File: config.mk
export PLATFORM = sky130hd
export DESIGN_NAME = servo_duty_sequencer
export DESIGN_NICKNAME = d
export VERILOG_FILES = /design/src/rtl/servo_duty_sequencer_pkg.sv /design/src/rtl/servo_slew_channel.sv /design/src/rtl/servo_duty_sequencer.sv
export SDC_FILE = /design/constraint.sdc
export NUM_CORES = 1
export LEC_CHECK = 0
export ABC_AREA = 1
export ABC_CLOCK_PERIOD_IN_PS = 4600
export CELL_PAD_IN_SITES_DETAIL_PLACEMENT = 1
export CELL_PAD_IN_SITES_GLOBAL_PLACEMENT = 1
export CORE_MARGIN = 3
export CORE_UTILIZATION = 48
export CTS_CLUSTER_DIAMETER = 150
export DETAILED_ROUTE_END_ITERATION = 6
export MAX_ROUTING_LAYER = met4
export PLACE_DENSITY = 0.85
export SLEW_MARGIN = 5
export SYNTH_ARGS = -nofsm -noshare
export SYNTH_HDL_FRONTEND = slang
export SYNTH_HIERARCHICAL = 1
export SYNTH_SLANG_ARGS = --single-unit
File: constraint.sdc
create_clock -name clk -period 4.6 [get_ports clk]
set_input_delay 0.69 -clock clk [delete_from_list [all_inputs] [get_ports clk]]
set_output_delay 0.69 -clock clk [all_outputs]
set_load 0.01 [all_outputs]
File: src/rtl/servo_duty_sequencer_pkg.sv
// Shared constants, command struct and target clamp for the servo duty sequencer.
package servo_pkg;
  localparam int NUM_SERVOS = 5;
  localparam int DUTY_W     = 7;
  localparam int CH_W       = 3;

  typedef struct packed {
    logic [CH_W-1:0]   channel;
    logic [DUTY_W-1:0] target;
  } servo_cmd_t;

  function automatic logic [DUTY_W-1:0] clamp_duty(input logic [DUTY_W-1:0] v,
                                                   input logic [DUTY_W-1:0] lo,
                                                   input logic [DUTY_W-1:0] hi);
    if (v < lo) return lo;
    else if (v > hi) return hi;
    else return v;
  endfunction
endpackage

File: src/rtl/servo_slew_channel.sv
// One servo channel: holds duty/target and slews duty toward target by STEP per tick.
module servo_slew_channel
  import servo_pkg::*;
#(
  parameter int STEP      = 1,
  parameter int DUTY_INIT = 15
) (
  input  logic              clk,
  input  logic              reset,
  input  logic              tick,
  input  logic              load,
  input  logic [DUTY_W-1:0] load_target,
  output logic [DUTY_W-1:0] duty,
  output logic              busy,
  output logic              done
);
  localparam logic [7:0]        STEP8 = 8'(STEP);
  localparam logic [DUTY_W-1:0] INIT  = DUTY_W'(DUTY_INIT);

  logic [DUTY_W-1:0] target, duty_n, target_n;
  logic [7:0]        d8, t8, diff;
  logic              done_n;

  // Tick works on the registered target, so a same-cycle load only affects the next tick.
  always_comb begin
    d8       = {1'b0, duty};
    t8       = {1'b0, target};
    diff     = (t8 > d8) ? (t8 - d8) : (d8 - t8);
    duty_n   = duty;
    target_n = load ? load_target : target;
    if (tick) begin
      if (diff <= STEP8)  duty_n = target;
      else if (t8 > d8)   duty_n = DUTY_W'(d8 + STEP8);
      else                duty_n = DUTY_W'(d8 - STEP8);
    end
    done_n = (duty_n == target_n) &&
             ((tick && (duty != target)) || (load && (load_target == duty)));
  end

  always_ff @(posedge clk or posedge reset) begin
    if (reset) begin
      duty   <= INIT;
      target <= INIT;
      busy   <= 1'b0;
      done   <= 1'b0;
    end else begin
      duty   <= duty_n;
      target <= target_n;
      busy   <= (duty_n != target_n);
      done   <= done_n;
    end
  end
endmodule

File: src/rtl/servo_duty_sequencer.sv
// Command front end for the servo PWM bank: prescaler, command decode and per-channel slew.
module servo_duty_sequencer
  import servo_pkg::*;
#(
  parameter int STEP_DIV  = 1000000,
  parameter int STEP      = 1,
  parameter int DUTY_MIN  = 5,
  parameter int DUTY_MAX  = 25,
  parameter int DUTY_INIT = 15
) (
  input  logic                  clk,
  input  logic                  reset,
  input  logic                  cmd_valid,
  output logic                  cmd_ready,
  input  logic [CH_W-1:0]       cmd_channel,
  input  logic [DUTY_W-1:0]     cmd_target,
  output logic                  cmd_err,
  input  logic                  hold,
  output logic [DUTY_W-1:0]     duty_cycle_1,
  output logic [DUTY_W-1:0]     duty_cycle_2,
  output logic [DUTY_W-1:0]     duty_cycle_3,
  output logic [DUTY_W-1:0]     duty_cycle_4,
  output logic [DUTY_W-1:0]     duty_cycle_5,
  output logic [NUM_SERVOS-1:0] busy,
  output logic [NUM_SERVOS-1:0] move_done
);
  localparam int                PS_W    = (STEP_DIV > 2) ? $clog2(STEP_DIV) : 1;
  localparam logic [PS_W-1:0]   PS_LAST = PS_W'(STEP_DIV - 1);
  localparam logic [DUTY_W-1:0] LO      = DUTY_W'(DUTY_MIN);
  localparam logic [DUTY_W-1:0] HI      = DUTY_W'(DUTY_MAX);

  logic [PS_W-1:0]                    ps_cnt;
  logic                               tick, accept, legal;
  logic [DUTY_W-1:0]                  tgt_clamped;
  logic [NUM_SERVOS-1:0]              load;
  logic [NUM_SERVOS-1:0][DUTY_W-1:0]  duty;
  servo_cmd_t                         cmd;

  assign cmd.channel = cmd_channel;
  assign cmd.target  = cmd_target;

  // Hold freezes the count in place, so the next tick lands on the remaining count.
  assign tick = !hold && (ps_cnt == PS_LAST);

  always_ff @(posedge clk or posedge reset) begin
    if (reset)      ps_cnt <= '0;
    else if (!hold) ps_cnt <= (ps_cnt == PS_LAST) ? '0 : ps_cnt + 1'b1;
  end

  assign accept      = cmd_valid && cmd_ready;
  assign legal       = cmd.channel < CH_W'(NUM_SERVOS);
  assign tgt_clamped = clamp_duty(cmd.target, LO, HI);

  always_ff @(posedge clk or posedge reset) begin
    if (reset) begin
      cmd_ready <= 1'b0;
      cmd_err   <= 1'b0;
    end else begin
      cmd_ready <= 1'b1;
      cmd_err   <= accept && !legal;
    end
  end

  for (genvar i = 0; i < NUM_SERVOS; i++) begin : g_ch
    assign load[i] = accept && legal && (cmd.channel == CH_W'(i));
    servo_slew_channel #(
      .STEP      (STEP),
      .DUTY_INIT (DUTY_INIT)
    ) u_ch (
      .clk         (clk),
      .reset       (reset),
      .tick        (tick),
      .load        (load[i]),
      .load_target (tgt_clamped),
      .duty        (duty[i]),
      .busy        (busy[i]),
      .done        (move_done[i])
    );
  end

  assign duty_cycle_1 = duty[0];
  assign duty_cycle_2 = duty[1];
  assign duty_cycle_3 = duty[2];
  assign duty_cycle_4 = duty[3];
  assign duty_cycle_5 = duty[4];
endmodule
==> summary.md, run 1 <==
| Metric | Value |
|---|---|
| Run status | `completed` |
| Setup WS pre-CTS | `between 0.8 and 0.9 ns` |
| Worst Hold Class | `reg2reg` |
| Routability cong. | `approximately 0.9` |
| Max Slew Vio Count | `0` |
| Max_slew headroom | `about 28%` |
| Mapped Cells | `approximately 1700` |
| Starting density of the core | `about 49%` |
| Startpoint Class | `flip-flop` |
| Asr flop ratio synth | `100%` |
| HPWL after DPL | `between 20000 and 30000 um` |
| Num CTS Buffers | `9` |
| Distinct cell type count after synthesis | `45` |
| Clk_lat worst skew | `about 0.36 ns` |
| Setup bufs post-CTS | `0` |
| Min Tclk post-route | `3.80 ns` |
| DR DRC count | `0` |
| Number of synthesized register bits | `between 100 and 150` |
| Ant. Diodes | `0` |
| # Max-Cap Violations | `0` |
| Die area | `25900 um^2` |
| GRT Total Usage | `~30%` |
| IO Pins | `61` |
| Die H | `161 um` |
| NumNets Final | `1964` |
| First-pass GRT wire length | `just over 60000 um` |
| Most common library cells after synthesis | `497 x nand2_1, 344 x inv_1, 192 x nand3_1, 96 x ha_1, 91 x nor2_1` |
| Input/output buffers | `60` |
| Arrival @ worst endpoint | `~4.0 ns` |
| Gr ovfl total | `0` |
| Fin crit share | `82.5%` |
| Final hold violation count | `0` |
| Vias | `about 11000` |
| Min setup slack post-route | `0.803 ns` |
| Initial antenna violation count | `0` |
| Final setup violation count | `0` |
| Worst Setup End Kind | `flip-flop` |
| Yosys top cell area share | `16.2%` |
| Peak VDD IR | `0.000190 V` |
| Vias in the first global route | `12393` |
| Layout cells sized above 1 | `around 13%` |
| Largest net degree at the start of global routing | `23` |
| Number of flops mapped to enable cells by yosys | `0` |
| Clock sink count | `around 100` |
| Critical-path maximum fanout | `9` |
| CTS resizes | `0` |
| WL final | `between 30000 and 40000 um` |
| Width of the die | `161 um` |
| Clock Tree Root | `clkbuf_16` |
| Syn_area_per_cell | `around 6.6 um^2` |
| Worst-path clk slew | `~0.07 ns` |
| Top FF cell, synth | `dfrtp_1` |
| Count leader, synth | `nand2_1` |
| Top cells by area, synth | `nand2_1 16%, dfrtp_1 13%, inv_1 11%` |
| RSZ-0062 raised after global routing | `no` |
| Sequential area share after synthesis | `around 23%` |
| Lkg Pwr | `6.96 nW` |
| Max Root-Sink Buffers | `2` |
| CTS tree | `done` |
| Yosys warning count | `6` |
| 1st-iter DRT viols | `520` |
| Final worst clock skew | `0.0103 ns` |
| Worst Max-Slew Pin Slew | `around 1.1 ns` |
| Filler cells | `approximately 3300` |
| # rows | `56` |
| Cell Area, Synth | `between 10000 and 15000 um^2` |
| Placeable Area | `between 20000 and 25000 um^2` |
| Routed vias/inst | `5.31` |
| Critical Path RT | `~4.8 ns` |
| Fmax | `about 260 MHz` |
| Pre-antenna DRT Iters | `4` |
| Fin Hold WS | `0.517 ns` |
| Pwr/cell area | `around 280 nW/um^2` |
| Routed WL per cell | `~17 um` |
| # H-tree levels | `3` |
| TNS Setup | `0 ns` |
| Final ANT Viol Nets | `0` |
| Final Util | `between 50% and 60%` |
| Layout area overhead | `12.0%` |
| Hold buffer count at cts | `0` |
| Yosys top cell by area | `nand2_1` |
| Critical path class | `reg2reg` |
cell usage in the layout (no fill, tap or decap), types with 26 or more instances in the layout:
cell,count
nand2_2,55
dfstp_2,40
conb_1,27
ha_1,96
nand3_2,28
nor2_1,91
o21ai_0,42
nand2_1,497
inv_1,343
xor2_1,26
nand3_1,192
clkdlybuf4s50_1,60
a21oi_1,49
dfrtp_1,62
metal layers:
layer,global-route usage [%],vias up,wire (um),share of wire [%]
met1,33.3,5544,15100,42
met5,-,-,0,0
met3,3.51,85,1390,3.8
li1,-,5617,-,-
met2,53.5,239,18600,51
met4,9.82,0,1160,3.2
cell families after synthesis:
group,synth area share [%]
buffers and inverters,12.7
XOR/XNOR,2.96
adder cells (fa/ha/maj),13.0
AO/OA/AOI/OAI,6.61
flip-flops,22.6
AND/OR/NAND/NOR,42.1
other,0.0651
worst max-delay path, stage by stage (launching register included):
cell	delay, ns
dfstp_2	0.64
inv_1	0.18
fa_1	0.47
nand2_1	0.14
nand2_4	0.08
nand3_2	0.09
nand2_2	0.08
nand2_4	0.14
inv_1	0.07
fa_1	0.40
inv_1	0.10
nand4_1	0.11
nand3_1	0.13
nand3b_1	0.12
nand2_1	0.06
nand3_1	0.08
nand3_2	0.09
nand3_1	0.09
nand2_1	0.09
nor2_1	0.19
nand2_1	0.10
or2_1	0.23
path summary, 6_finish.rpt:
| check | startpoint | endpoint | slack, ns | depth (start not counted) |
|---|---|---|---|---|
| worst max register to register | g_ch[0].u_ch/duty[1] | g_ch[0].u_ch/busy | 0.80 | 21 |
| worst max-delay path | g_ch[0].u_ch/duty[1] | g_ch[0].u_ch/busy | 0.80 | 21 |
| worst min register to register | ps_cnt[4] | ps_cnt[4] | 0.52 | 1 |
| max in group asynchronous | reset | ps_cnt[16] | 2.73 | 2 |
| min in group asynchronous | reset | g_ch[1].u_ch/done | 1.03 | 2 |
| worst min-delay path | ps_cnt[4] | ps_cnt[4] | 0.52 | 1 |
layout make-up:
class	instances	area (um^2)	area share (%)
clock buffers	10	239	1.85
clock inverters	6	68.8	0.533
inverters	360	1350	10.5
multi-input cells	1298	7580	58.7
flip-flops and latches	102	2600	20.1
well taps	319	399	3.09
repair buffers	68	673	5.21
state kept, by name (all words and copies together) (netlist names):
signal / count
g_ch.u_ch/duty: 35
g_ch.u_ch/busy: 5
cmd_ready: 1
ps_cnt: 20
g_ch.u_ch/target: 35
g_ch.u_ch/done: 5
cmd_err: 1
where the power goes:
part / internal, mW / leakage (nW) / total [mW] / switching, mW
registers: 1.03 / 1.09 / 1.17 / 0.143
logic: 0.545 / 5.72 / 1.60 / 1.06
clock network: 0.440 / 0.149 / 0.804 / 0.363
total: 2.01 / 6.96 / 3.58 / 1.56
metrics by stage:
step / area (um^2) / instances / power [mW]
6_report: 12900 / 2163 / 3.58
5_1_grt: 12900 / 2163 / 3.88
4_1_cts: 12900 / 2163 / 3.60
3_5_place_dp: 12600 / 2147 / 2.78
3_3_place_gp: 12600 / 2147 / 2.70
2_1_floorplan: 11600 / 1771 / 2.36
Power figures use the tool's default switching activity.
==> run 2: changes to the inputs <==
ABC_CLOCK_PERIOD_IN_PS = 3600   (was 4600)
CORE_UTILIZATION = 45   (was 48)
PLACE_DENSITY = 0.8   (was 0.85)
clock period = 3.6 ns   (was 4.6 ns; I/O delays follow)
==> run 2 against run 1 <==
Effect of this change: sequential power increased by 28%; cell count increased by 2.9%; clock skew grew 0.0072 ns; power is 33% higher; setup slack worse by 0.65 ns; largest cell class unchanged; first-iteration DRC count shrank 20%; non-clock buffer count rose by 56; highest routed layer unchanged; fmax rose by 10%; critical endpoint is now g_ch[3].u_ch/busy; critical path type unchanged; routed wire length up 5.4%.
==> summary.md, run 2 (same netlist as run 1, synthesis figures left out) <==
| Metric | Value |
|---|---|
| Final setup violation count | `0` |
| Reg-to-reg slack, setup | `approximately 0.15 ns` |
| Routed vias/inst | `roughly 5.2` |
| Width of the die | `around 170 um` |
| IO Pins | `61` |
| Final worst clock skew | `approximately 0.017 ns` |
| Lkg Pwr | `a little over 7 nW` |
| Ant. Diodes | `0` |
| WL final | `roughly 38000 um` |
| Cells after DPL | `~2200` |
| Most frequent cells in the layout | `491 x nand2_1, 335 x inv_1, 190 x nand3_1, 87 x nor2_1, 65 x ha_1` |
| GRT Total Usage | `27.4%` |
| Final ANT Viol Nets | `0` |
| Fmax | `roughly 290 MHz` |
| Die H | `approximately 170 um` |
| Startpoint Class | `flip-flop` |
| Largest net degree at the start of global routing | `23` |
| Layout area overhead | `19.0%` |
| Run status | `completed` |
| Pre-antenna DRT Iters | `5` |
| Worst hold endpoint | `ps_cnt[2]` |
| Num CTS Buffers | `9` |
| Met3 usage | `about 3.2%` |
| Die area | `between 20000 and 30000 um^2` |
| Final hold violation count | `0` |
| Initial antenna violation count | `0` |
| Clock Tree Root | `clkbuf_16` |
| Top Registers | `g_ch.u_ch/duty: 35 flops, g_ch.u_ch/target: 35 flops, ps_cnt: 20 flops` |
| Starting density of the core | `around 47%` |
| # H-tree levels | `3` |
| First-pass GRT wire length | `around 61000 um` |
| Worst Hold Class | `reg2reg` |
| Crit Reg-Reg Startpoint | `g_ch[3].u_ch/duty[0]` |
| Input/output buffers | `60` |
| Filler cells | `about 3300` |
| HPWL after DPL | `29900 um` |
| Max Slew Vio Count | `0` |
| Gr ovfl total | `0` |
| Min setup slack post-route | `0.154 ns` |
| R2r worst-path depth | `21` |
| Clock sink count | `slightly above 100` |
| Hold buffer count at cts | `0` |
| Critical-path cell list | `ha_4 > inv_2 > fa_2 > nand2_4 > nand2_4 > nand3_4 > nand2_2 > nand2_4 > ha_1 > nand2_1 > nand2_1 > a31oi_1 > xor2_1 > inv_1 > nand3_1 > nand3_2 > nand3_1 > nand2_1 > nor2_2 > nand2_1 > or2_1` |
| # rows | `57` |
| NumNets Final | `between 2000 and 2500` |
| M2 GR Usage | `roughly half` |
| Register Area | `roughly 2600 um^2` |
| Hold_sp | `ps_cnt[2]` |
| Critical Path RT | `approximately 3.8 ns` |
| Worst-path clk slew | `around 0.080 ns` |
| # Max-Cap Violations | `0` |
| Cell Area, Placed | `approximately 13000 um^2` |
| Met1 usage | `between 30 and 40%` |
| Placeable Area | `between 20000 and 25000 um^2` |
| Commonest non-fill, non-tap cell in the layout | `nand2_1` |
| Min Tclk post-route | `roughly 3.4 ns` |
| Pwr Total | `4.76 mW` |
| Pwr/cell area | `about 350 nW/um^2` |
| Setup WS pre-CTS | `-0.0134 ns` |
| Finished Cell Area | `about 14000 um^2` |
| Most frequent CP cell | `nand2_1` |
| Fin crit share | `95.7%` |
| Vias | `11683` |
| TNS Setup | `0 ns` |
| Layout cells sized above 1 | `a little under a fifth` |
| Routed WL per cell | `roughly 17 um` |
| CTS tree | `done` |
| Vias in the first global route | `12375` |
| Gr busiest metal | `met2` |
| Worst Max-Slew Pin Slew | `~1.0 ns` |
| CP max stage delay | `0.60 ns` |
| 1st-iter DRT viols | `approximately 420` |
| Clk_lat worst skew | `~0.37 ns` |
| Max Root-Sink Buffers | `2` |
| Critical path origin | `g_ch[3].u_ch/duty[0]` |
| Multi-input logic area | `just under 8000 um^2` |
| Critical path class | `reg2reg` |
| Critical path's slowest cell | `dfstp_2` |
| Hold Path Cell Cnt | `1` |
| Worst Setup End Kind | `flip-flop` |
| Peak VDD IR | `0.000279 V` |
| RR Endpoint | `g_ch[3].u_ch/busy` |
| DR DRC count | `0` |
| Routability cong. | `between 0.9 and 1` |
| Max_slew headroom | `between 30% and 40%` |
| Critical-path maximum fanout | `8` |
| Arrival @ worst endpoint | `approximately 3.7 ns` |
| Non-Filler Instances | `approximately 2200` |
[run 2: changes by cell type in the layout (fill, tap and decap cells not counted), sizes merged]
cell	before	now
buf	8	64
clkinv	3	1
clkinvlp	1	3
nand2	569	571
bufinv	1	2
clkbuf	10	9
[run 2: worst max path at each step]
stage	endpoint	cells past startpoint
after detailed placement	g_ch[4].u_ch/busy	23
after global placement	g_ch[4].u_ch/busy	23
after CTS	g_ch[3].u_ch/busy	23
final	g_ch[3].u_ch/busy	21
after floorplan	g_ch[2].u_ch/busy	22
after global routing	g_ch[1].u_ch/busy	20
[run 2: layout make-up]
cell class | instances | area share [%]
clock inverter | 7 | 0.775
timing repair buffer | 124 | 7.86
multi-input combinational | 1300 | 57.9
tap | 324 | 2.96
sequential | 102 | 19.0
inverter | 360 | 9.88
clock buffer | 9 | 1.64
[run 2: metrics by stage]
step,util (%),hold slack (ns)
detailed placement,52.0,0.505
global route,55.4,0.532
CTS,53.4,0.521
global placement,52.0,0.502
finish,55.4,0.528
floorplan,-,0.448
[run 2: power breakdown]
part / switching (mW) / internal [mW]
clock: 0.487 / 0.621
sequential: 0.186 / 1.31
combinational: 1.39 / 0.762
[run 2: metal layers]
layer | up-vias | wire length, um
li1 | 5726 | -
met1 | 5661 | 16400
met2 | 214 | 19700
met3 | 82 | 1140
met4 | 0 | 1030
met5 | - | 0
[run 2: what timing repair did]
| action | CTS | global route |
|---|---|---|
| gates resized for setup | 0 | 82 |
| buffers inserted | 1 | 18 |
| cloned | 0 | 2 |
| pin swaps | 0 | 16 |
| endpoints found under the setup margin | 1 | 10 |
[run 2: worst max-delay path: cells and delay by family (launching register included)]
kind	cells	cell delay [ns]
and+or+nand+nor	14	1.38
adders and majority gates	3	0.86
DFF	1	0.60
AOI/OAI and AO/OA	1	0.20
xor gates and xnor gates	1	0.18
buffers and inverters	2	0.10
